--- src/rtl/fetch_pkg.sv ---
// fetch_pkg: shared widths, FSM state codes and reset constants for the fetch stage
package fetch_pkg;
    localparam int DEF_ADDR_W  = 16;
    localparam int DEF_INSTR_W = 16;
    localparam int DEF_DEPTH   = 2;
    localparam logic [1:0] S_IDLE     = 2'd0;
    localparam logic [1:0] S_WAIT_ACK = 2'd1;
    localparam logic [1:0] S_INC      = 2'd2;
    localparam logic [1:0] S_DISCARD  = 2'd3;
    localparam logic [1:0] RST_STATE  = S_IDLE;
endpackage

--- src/rtl/instr_fetch_unit_if.sv ---
// instr_fetch_unit_if: PC, instruction-memory and decode-side signals of the fetch stage
interface instr_fetch_unit_if import fetch_pkg::*; #(
    parameter int ADDR_W  = DEF_ADDR_W,
    parameter int INSTR_W = DEF_INSTR_W
);
    logic [ADDR_W-1:0]  pc_addr;
    logic               flush;
    logic               pc_inc;
    logic               im_req;
    logic [ADDR_W-1:0]  im_addr;
    logic               im_ack;
    logic [INSTR_W-1:0] im_data;
    logic               ir_valid;
    logic [INSTR_W-1:0] ir_data;
    logic [ADDR_W-1:0]  ir_addr;
    logic               ir_ready;
    modport master (
        input  pc_addr, flush, im_ack, im_data, ir_ready,
        output pc_inc, im_req, im_addr, ir_valid, ir_data, ir_addr
    );
    modport slave (
        output pc_addr, flush, im_ack, im_data, ir_ready,
        input  pc_inc, im_req, im_addr, ir_valid, ir_data, ir_addr
    );
endinterface

--- src/rtl/fetch_queue.sv ---
// fetch_queue: DEPTH-entry FIFO of {addr, instr} with clear priority and zeroed head when empty
module fetch_queue import fetch_pkg::*; #(
    parameter int ADDR_W  = DEF_ADDR_W,
    parameter int INSTR_W = DEF_INSTR_W,
    parameter int DEPTH   = DEF_DEPTH,
    localparam int PW     = $clog2(DEPTH),
    localparam int CW     = PW + 1,
    localparam int EW     = ADDR_W + INSTR_W
) (
    input  logic               clk,
    input  logic               rst_n,
    input  logic               clear,
    input  logic               push,
    input  logic [ADDR_W-1:0]  push_addr,
    input  logic [INSTR_W-1:0] push_data,
    input  logic               pop,
    output logic [CW-1:0]      count,
    output logic               head_valid,
    output logic [ADDR_W-1:0]  head_addr,
    output logic [INSTR_W-1:0] head_data
);
    logic [EW-1:0] mem_q [DEPTH];
    logic [EW-1:0] mem_d [DEPTH];
    logic [PW-1:0] wr_ptr_q, wr_ptr_d, rd_ptr_q, rd_ptr_d;
    logic [CW-1:0] count_q, count_d;
    logic          do_pop;

    assign do_pop     = pop & (count_q != '0);
    assign count      = count_q;
    assign head_valid = count_q != '0;
    assign head_addr  = head_valid ? mem_q[rd_ptr_q][EW-1:INSTR_W] : '0;
    assign head_data  = head_valid ? mem_q[rd_ptr_q][INSTR_W-1:0] : '0;

    // next pointers/count/storage; clear wins over push and pop
    always_comb begin
        mem_d    = mem_q;
        wr_ptr_d = wr_ptr_q;
        rd_ptr_d = rd_ptr_q;
        count_d  = count_q;
        if (clear) begin
            wr_ptr_d = '0;
            rd_ptr_d = '0;
            count_d  = '0;
        end else begin
            if (push) begin
                mem_d[wr_ptr_q] = {push_addr, push_data};
                wr_ptr_d        = wr_ptr_q + PW'(1);
            end
            if (do_pop) rd_ptr_d = rd_ptr_q + PW'(1);
            count_d = count_q + CW'(push) - CW'(do_pop);
        end
    end

    // queue state registers
    always_ff @(posedge clk or negedge rst_n) begin
        if (!rst_n) begin
            mem_q    <= '{default: '0};
            wr_ptr_q <= '0;
            rd_ptr_q <= '0;
            count_q  <= '0;
        end else begin
            mem_q    <= mem_d;
            wr_ptr_q <= wr_ptr_d;
            rd_ptr_q <= rd_ptr_d;
            count_q  <= count_d;
        end
    end
endmodule

--- src/rtl/instr_fetch_unit.sv ---
// instr_fetch_unit: single-outstanding req/ack instruction fetcher feeding a small decode queue
module instr_fetch_unit import fetch_pkg::*; #(
    parameter int ADDR_W  = DEF_ADDR_W,
    parameter int INSTR_W = DEF_INSTR_W,
    parameter int DEPTH   = DEF_DEPTH
) (
    input logic              clk,
    input logic              rst_n,
    instr_fetch_unit_if.master bus
);
    localparam int CW = $clog2(DEPTH) + 1;

    logic [1:0]        state_q, state_d;
    logic              im_req_q, im_req_d;
    logic [ADDR_W-1:0] im_addr_q, im_addr_d;
    logic              push;
    logic [CW-1:0]     count;

    fetch_queue #(.ADDR_W(ADDR_W), .INSTR_W(INSTR_W), .DEPTH(DEPTH)) u_queue (
        .clk        (clk),
        .rst_n      (rst_n),
        .clear      (bus.flush),
        .push       (push),
        .push_addr  (im_addr_q),
        .push_data  (bus.im_data),
        .pop        (bus.ir_ready),
        .count      (count),
        .head_valid (bus.ir_valid),
        .head_addr  (bus.ir_addr),
        .head_data  (bus.ir_data)
    );

    assign bus.im_req  = im_req_q;
    assign bus.im_addr = im_addr_q;
    // gated by flush so the PC never sees a write and an increment together
    assign bus.pc_inc  = (state_q == S_INC) & ~bus.flush;

    // fetch FSM: issue, wait for ack, strobe PC; a flush mid-request drains the ack before reissuing
    always_comb begin
        state_d   = state_q;
        im_req_d  = im_req_q;
        im_addr_d = im_addr_q;
        push      = 1'b0;
        case (state_q)
            S_IDLE: if (!bus.flush && count < CW'(DEPTH)) begin
                im_req_d  = 1'b1;
                im_addr_d = bus.pc_addr;
                state_d   = S_WAIT_ACK;
            end
            S_WAIT_ACK: if (bus.im_ack) begin
                im_req_d = 1'b0;
                push     = ~bus.flush;
                state_d  = bus.flush ? S_IDLE : S_INC;
            end else if (bus.flush) begin
                state_d = S_DISCARD;
            end
            S_DISCARD: if (bus.im_ack) begin
                im_req_d = 1'b0;
                state_d  = S_IDLE;
            end
            default: state_d = S_IDLE;
        endcase
    end

    // FSM and handshake registers
    always_ff @(posedge clk or negedge rst_n) begin
        if (!rst_n) begin
            state_q   <= RST_STATE;
            im_req_q  <= 1'b0;
            im_addr_q <= '0;
        end else begin
            state_q   <= state_d;
            im_req_q  <= im_req_d;
            im_addr_q <= im_addr_d;
        end
    end
endmodule

--- src/flat_wrapper.sv ---
// flat-port wrapper written by rule: the top's interface ports become plain ports
module instr_fetch_unit_flat import fetch_pkg::*;
#(
    parameter int ADDR_W  = DEF_ADDR_W,
    parameter int INSTR_W = DEF_INSTR_W,
    parameter int DEPTH   = DEF_DEPTH
)
  (clk, rst_n, bus_pc_addr, bus_flush, bus_im_ack, bus_im_data, bus_ir_ready, bus_pc_inc, bus_im_req, bus_im_addr, bus_ir_valid, bus_ir_data, bus_ir_addr);
  instr_fetch_unit_if #(.ADDR_W(ADDR_W), .INSTR_W(INSTR_W)) bus_i ();
  input logic clk;
  input logic rst_n;
  input wire logic [$bits(bus_i.pc_addr)-1:0] bus_pc_addr;
  input wire logic [$bits(bus_i.flush)-1:0] bus_flush;
  input wire logic [$bits(bus_i.im_ack)-1:0] bus_im_ack;
  input wire logic [$bits(bus_i.im_data)-1:0] bus_im_data;
  input wire logic [$bits(bus_i.ir_ready)-1:0] bus_ir_ready;
  output wire logic [$bits(bus_i.pc_inc)-1:0] bus_pc_inc;
  output wire logic [$bits(bus_i.im_req)-1:0] bus_im_req;
  output wire logic [$bits(bus_i.im_addr)-1:0] bus_im_addr;
  output wire logic [$bits(bus_i.ir_valid)-1:0] bus_ir_valid;
  output wire logic [$bits(bus_i.ir_data)-1:0] bus_ir_data;
  output wire logic [$bits(bus_i.ir_addr)-1:0] bus_ir_addr;
  assign bus_i.pc_addr = bus_pc_addr;
  assign bus_i.flush = bus_flush;
  assign bus_i.im_ack = bus_im_ack;
  assign bus_i.im_data = bus_im_data;
  assign bus_i.ir_ready = bus_ir_ready;
  assign bus_pc_inc = bus_i.pc_inc;
  assign bus_im_req = bus_i.im_req;
  assign bus_im_addr = bus_i.im_addr;
  assign bus_ir_valid = bus_i.ir_valid;
  assign bus_ir_data = bus_i.ir_data;
  assign bus_ir_addr = bus_i.ir_addr;
  instr_fetch_unit #(.ADDR_W(ADDR_W), .INSTR_W(INSTR_W), .DEPTH(DEPTH)) u_core (.clk(clk), .rst_n(rst_n), .bus(bus_i));
endmodule
--- config.mk ---
export PLATFORM = sky130hd
export DESIGN_NAME = instr_fetch_unit_flat
export DESIGN_NICKNAME = d
export VERILOG_FILES = /design/src/rtl/fetch_pkg.sv /design/src/rtl/instr_fetch_unit_if.sv /design/src/rtl/fetch_queue.sv /design/src/rtl/instr_fetch_unit.sv /design/src/flat_wrapper.sv
export SDC_FILE = /design/constraint.sdc
export NUM_CORES = 1
export LEC_CHECK = 0
export ABC_CLOCK_PERIOD_IN_PS = 2650
export CORE_MARGIN = 4
export CORE_UTILIZATION = 54
export CTS_CLUSTER_DIAMETER = 100
export CTS_CLUSTER_SIZE = 10
export DETAILED_ROUTE_END_ITERATION = 7
export GPL_TIMING_DRIVEN = 0
export PLACE_DENSITY = 0.9
export SKIP_CTS_REPAIR_TIMING = 1
export SLEW_MARGIN = 20
export SYNTH_ARGS = -nofsm -noshare
export SYNTH_HDL_FRONTEND = slang
export SYNTH_SLANG_ARGS = --single-unit
--- constraint.sdc ---
create_clock -name clk -period 2.65 [get_ports clk]
set_clock_uncertainty 0.1 [all_clocks]
set_input_delay 0.6625 -clock clk [delete_from_list [all_inputs] [get_ports clk]]
set_output_delay 0.6625 -clock clk [all_outputs]
set_load 0.01 [all_outputs]
-- After elaboration in Yosys (flattened, before gate mapping)
Index checks and enable logic that the tools add are counted.
W data, S select, Z words.
- output and inout bits: 51
- logic and storage cells: 65
- input bits: 37
- flip-flop bits (word level): 87
- equality and inequality tests: 7
- bitwise logic cells: 5
- reduce and logical (&&, ||, !) cells: 13
- add/subtract/negate cells: 4
- muxes and demuxes: 24
- magnitude comparators: 4
- operator list (cell ; number):
    $mux W32 ; 4
    $bwmux W64 ; 1
    $demux W32 S1 ; 1
    $mux W16 ; 2
    $mux W2 ; 6
    $mux W1 ; 8
    $reduce_bool A2 Y1 ; 4
    $pmux W2 S3 ; 1
    $reduce_and A3 Y1 ; 2
    $eq A2 B2 Y1 const B ; 2
    $ge A2 B2 Y1 const B ; 2
    $ne A2 B1 Y1 const B ; 2
    $not A1 Y2 ; 2
    $reduce_and A2 Y1 ; 2
    $ne A3 B3 Y1 const B ; 1
    $add A1 B1 Y1 const B ; 2
    $add A2 B1 Y2 ; 1
    $and A1 B1 Y1 ; 2
    $eq A2 B1 Y1 const B ; 1
    $logic_and A1 B1 Y1 ; 2
    $logic_not A2 Y1 ; 1
    $lt A2 B1 Y1 const B ; 1
    $lt A2 B2 Y1 const B ; 1
    $ne A2 B2 Y1 const B ; 1
    other kinds (5) ; 5

-- Logic depth before layout (Yosys ltp)
- depth after elaboration: 6
- mapped depth: 7
- mapped depth without buffers: 7

-- Cells and area by module
From an unflattened synthesis, not the netlist that was laid out.
- cells, all modules: 272
- area total of the unflattened synthesis: 3847.4 um^2
- by module, submodules not included (module ; area an instance (um^2) ; times used ; cells each ; seq. area each (um^2)):
    fetch_queue ; 3103.0 ; 1 ; 226 ; 1701.6
    instr_fetch_unit ; 744.5 ; 1 ; 46 ; 475.5

-- Worst setup path before layout
OpenSTA, ideal clock, no wires.
- kind: input to register
- start point: in bus_flush
- end point: reg u_core.u_queue.mem_q[10] (netlist name)
- path buffers: 3
- path slack: 0.625 ns
- required time: 2.425 ns
- arrival time: 1.800 ns
- stages: 6
- library setup time: 0.125 ns
- path through: buf_6 > nand4bb_4 > or2_1 > buf_6 > buf_12 > mux2_4
- word-level cells in the longest chain between the ends: 4
- RTL lines (element ; RTL line ; RTL):
    start: declaration ; flat_wrapper.sv:13 ; input wire logic [$bits(bus_i.flush)-1:0] bus_flush;
    $not A1 Y1 (no line) * ; - ;
    $mux W1 ; instr_fetch_unit.sv:50 ; S_WAIT_ACK: if (bus.im_ack) begin
    $mux W1 ; instr_fetch_unit.sv:44 ; case (state_q)
    $reduce_and A2 Y1 (no line) * ; - ;
    end signal: assignment ; fetch_queue.sv:62 ; mem_q <= mem_d;
    end: declaration ; fetch_queue.sv:22 ; logic [EW-1:0] mem_q [DEPTH];
Every way passes the cells marked *; elsewhere a longest branch is shown, timed or not.
A chain may end at the register's enable or synchronous reset.

-- Final worst setup path
- start point: reg u_core.u_queue.count_q[1], in the netlist u_core.u_queue.count[1]
- end point: out bus_ir_addr[7]
- word-level cells in the longest chain between the ends: 2
- RTL lines (element ; RTL line ; RTL):
    start: declaration ; fetch_queue.sv:25 ; logic [CW-1:0] count_q, count_d;
    start signal: assignment ; fetch_queue.sv:65 ; count_q <= count_d;
    $reduce_bool A2 Y1 ; fetch_queue.sv:30 ; assign head_valid = count_q != '0;
    $mux W16 ; fetch_queue.sv:31 ; assign head_addr = head_valid ? mem_q[rd_ptr_q][EW-1:INSTR_W] : '0;
    end: declaration ; flat_wrapper.sv:22 ; output wire logic [$bits(bus_i.ir_addr)-1:0] bus_ir_addr;
Every way passes these cells.

==> results summary <==
The run finished with clean final reports. The number of nets still failing antenna checks after routing is 0. STA puts the critical path data required time at 1890 ps. The count of cell types in the netlist is 25. The Yosys step of the flow raised 0 warnings. TritonCTS built the clock tree. The share of flip-flops with an asynchronous set or reset after synthesis is 100%.

The die covers 8820 um2. The number of cell rows is 31. The net switching component of the power came out at 0.00194 W. The first global-routing pass estimated 13200 um of wire. The internal power of the cells is 0.00406 W.

The post-route minimum period came out at 2590 ps. In this run, synthesis produced a sequential element count of 87. By area the synthesized netlist is led by dfrtp_1, mux2_2, mux2_4. The top cell type by area accounts for 54.6% of the synthesized area. The overall routed net length came out at 7970 um.

The switching share of power came out at 32.3%. The region available for standard cell placement spans 7210 um2. The number of nets in the layout is 414. In this run the clock root is driven by a clkbuf_8. The topmost layer with routed signal wires is met4.

The layout has 515 filler cells. The final hold violation count came out at 0. The largest fanout of any net on the critical path is 10. The initial antenna violation count came out at 0.

The count of inserted antenna diode cells is 0. The number of I/O port buffers is 86. The count of TritonRoute iterations in the first routing pass is 4.

The CTS sink count came out at 87. The setup path with the least slack is of type reg -> out. The fraction of the core area covered by cells at the end of the flow is 72.6%.

The total met2 wirelength after detailed routing came out at 3910 um. The die span in x came out at 93.9 um. Dividing the detail-routed wire length by the instance count gives 16.7 um. The DRC violation total after the first TritonRoute iteration is 100. The clock tree buffer depth is 2.

The CTS H-tree depth is 3. Traced cell by cell, the critical path runs through nor2_4 > clkbuf_4 > nor2_1 > clkdlybuf4s50_1. At the pin with the least slew margin, the transition time is 643 ps. The effective utilization at floorplan is 55.2%.

The post-detailed-placement half-perimeter wirelength is 5620 um. The total standard cell area after synthesis is 3990 um2. On the critical path, the stage with the largest delay is an instance of clkdlybuf4s50_1.

Total power for the finished layout comes to 0.00599 W. The number of buffers created by CTS came out at 9. The area of placed instances came out at 4990 um2. The via count of the first global-routing pass is 2700.

The final worst-path cycle share came out at 97.9%. The via density per instance came out at 5.20. The sort of element at the start of the critical path is a flip-flop.

The post-route standard cell area excluding fillers is 5240 um2. When the netlist entered floorplanning its net count stood at 314. Counting flops with a built-in enable in the synthesized netlist gives 0.

The relative slew slack is 56.8%. Setup repair after global routing could not meet its margin everywhere. The total congestion overflow came out at 0.

The worst setup path is captured at a primary output. The leakage dissipation came out at 2.35 nW. The area taken by multi-input logic gates came out at 1650 um2. The share of total power dissipated in the clock network is 14.2%. The height of the die came out at 93.9 um.

For this run, the leading register cell type out of synthesis is dfrtp_1. The critical path arrival came out at 1830 ps. For this run, the slowest stage of the critical path takes 500 ps. The worst vdd rail ir drop is 709 uV. The power share of the combinational group is 45.5%. The met3 routed wirelength came out at 434 um. The DRC violation count after routing came out at 0. The largest net degree at the start of global routing came out at 54. For this design the ratio of total power to cell area is 1140 nW/um2. The synthesized area per cell is 14.5 um2. The area taken by flip-flops and latches came out at 2180 um2.

The biggest area contributor in the post-synthesis netlist is dfrtp_1. The fmax is 386 MHz. The number of top-level pins came out at 88.

The min-delay analysis places its worst path in the category in -> async. The fraction of layout cells with a size suffix above 1 came out at 32.2%. The register area share after synthesis is 54.6%. The via total after detailed routing came out at 2484. Clock latency on the worst-skew pair, taken at its later pin, is 340 ps. The overall global routing resource usage is 19.4%. The number of maximum-capacitance violations came out at 0. The met1 routed wirelength after detailed routing came out at 3530 um.

The relative contribution of sequential cells to total power is 40.2%. The max-slew violation count is 0. Setup violations remaining at the end of the flow were counted as 0. Synthesis produced 275 cells.

The congestion estimate from routability-driven global placement came to 0.725. The area growth from synthesis to layout came out at 31.4%. The clock transition time at the flip-flop clock pins of the worst setup and hold paths is 80 ps.
==> logic make-up (layout without fill, tap and decap cells) <==
| group | count (synthesis) | in the layout | share of synthesized area, % |
|---|---|---|---|
| adder cells (fa/ha/maj) | 2 | 2 | 0.628 |
| AO/OA/AOI/OAI | 5 | 5 | 0.753 |
| XOR/XNOR | 3 | 3 | 0.659 |
| AND/OR/NAND/NOR | 45 | 45 | 5.81 |
| flip-flops | 87 | 87 | 54.6 |
| buffers and inverters | 21 | 125 | 4.05 |
| multiplexers | 112 | 112 | 33.5 |
==> worst max-delay path, delay by kind of cell, from the launching register on <==
family	cells	cell delay, ps
buffers and inverters	2	750
and+or+nand+nor	2	270
DFF	1	470
==> path summary, 6_finish.rpt <==
check | start | end | slack, ps | depth (start not counted)
worst min register to register | u_core.bus.im_req | u_core.bus.im_req | 390 | 1
worst min-delay path | rst_n | u_core.bus.im_addr[8] | 160 | 1
worst max-delay path | u_core.u_queue.count[1] | bus_ir_addr[7] | 60 | 4
max in group asynchronous | rst_n | u_core.u_queue.mem_q[11] | 1680 | 2
min in group clk | u_core.bus.im_req | u_core.bus.im_req | 390 | 1
worst max register to register | u_core.state_q[0] | u_core.bus.im_addr[15] | 630 | 3
==> cells in the mapped netlist (2+ instances only) <==
library cell  instances
clkbuf_1              4
buf_4                 4
ha_1                  2
buf_2                 3
mux2_2               50
nor2_1               36
xor2_1                2
a21o_1                2
inv_1                 5
dfrtp_1              87
mux2_4               30
o21ai_0               3
mux2i_1              32
buf_12                3
buf_6                 2
==> area by class of cell <==
type                       count  area share (%)
buffer                        15            3.23
clock buffer                  12            3.15
clock inverter                 3           0.335
inverter                       5           0.358
multi-input combinational    167            31.6
sequential                    87            41.6
tap                           99            2.37
timing repair buffer          90            17.3
==> power groups by stage <==
| stage | clock (W) | combinational, W | sequential [W] |
|---|---|---|---|
| final | 0.000853 | 0.00273 | 0.00241 |
| after global placement | 0 | 0.00262 | 0.00236 |
| after global routing | 0.000928 | 0.00297 | 0.00250 |
| after CTS | 0.000875 | 0.00271 | 0.00239 |
| after detailed placement | 0 | 0.00269 | 0.00241 |
| after floorplan | 0 | 0.00155 | 0.00235 |
==> cells in the final DEF, fill, tap and decap left out, types with 2 or more instances in the layout <==
| cell type | n |
|---|---|
| a21o_1 | 2 |
| buf_12 | 3 |
| buf_4 | 8 |
| buf_6 | 5 |
| clkbuf_4 | 3 |
| clkbuf_8 | 12 |
| clkdlybuf4s50_1 | 85 |
| clkinv_2 | 2 |
| dfrtp_1 | 85 |
| dfrtp_2 | 2 |
| ha_1 | 2 |
| inv_1 | 5 |
| mux2_2 | 50 |
| mux2_4 | 30 |
| mux2i_1 | 32 |
| nor2_1 | 35 |
| o21ai_0 | 3 |
| xor2_1 | 2 |
==> sequential cells by signal (all words and copies together) (netlist names) <==
register,count
u_core.bus.im_addr,16
u_core.u_queue.wr_ptr_q,1
u_core.u_queue.count,2
u_core.u_queue.mem_q,64
u_core.bus.im_req,1
u_core.u_queue.rd_ptr_q,1
u_core.state_q,2
==> through the flow <==
stage | instances | hold slack, ps | setup TNS, ps | worst slack, ps
2_1_floorplan | 275 | 267 | 0 | 625
3_3_place_gp | 460 | 366 | -189230 | -2180
3_5_place_dp | 461 | 374 | -240 | -29.7
4_1_cts | 476 | 160 | -11430 | -427
5_1_grt | 478 | 193 | -290 | -36.1
6_report | 478 | 162 | 0 | 56.8
==> layer usage <==
layer | track usage [%] | up-vias
met5 | 0 | -
li1 | - | 1148
met3 | 4.33 | 7
met4 | 7.22 | 0
met1 | 25.9 | 1261
met2 | 31.2 | 68
No activity file was read; power rests on OpenSTA's default activity.
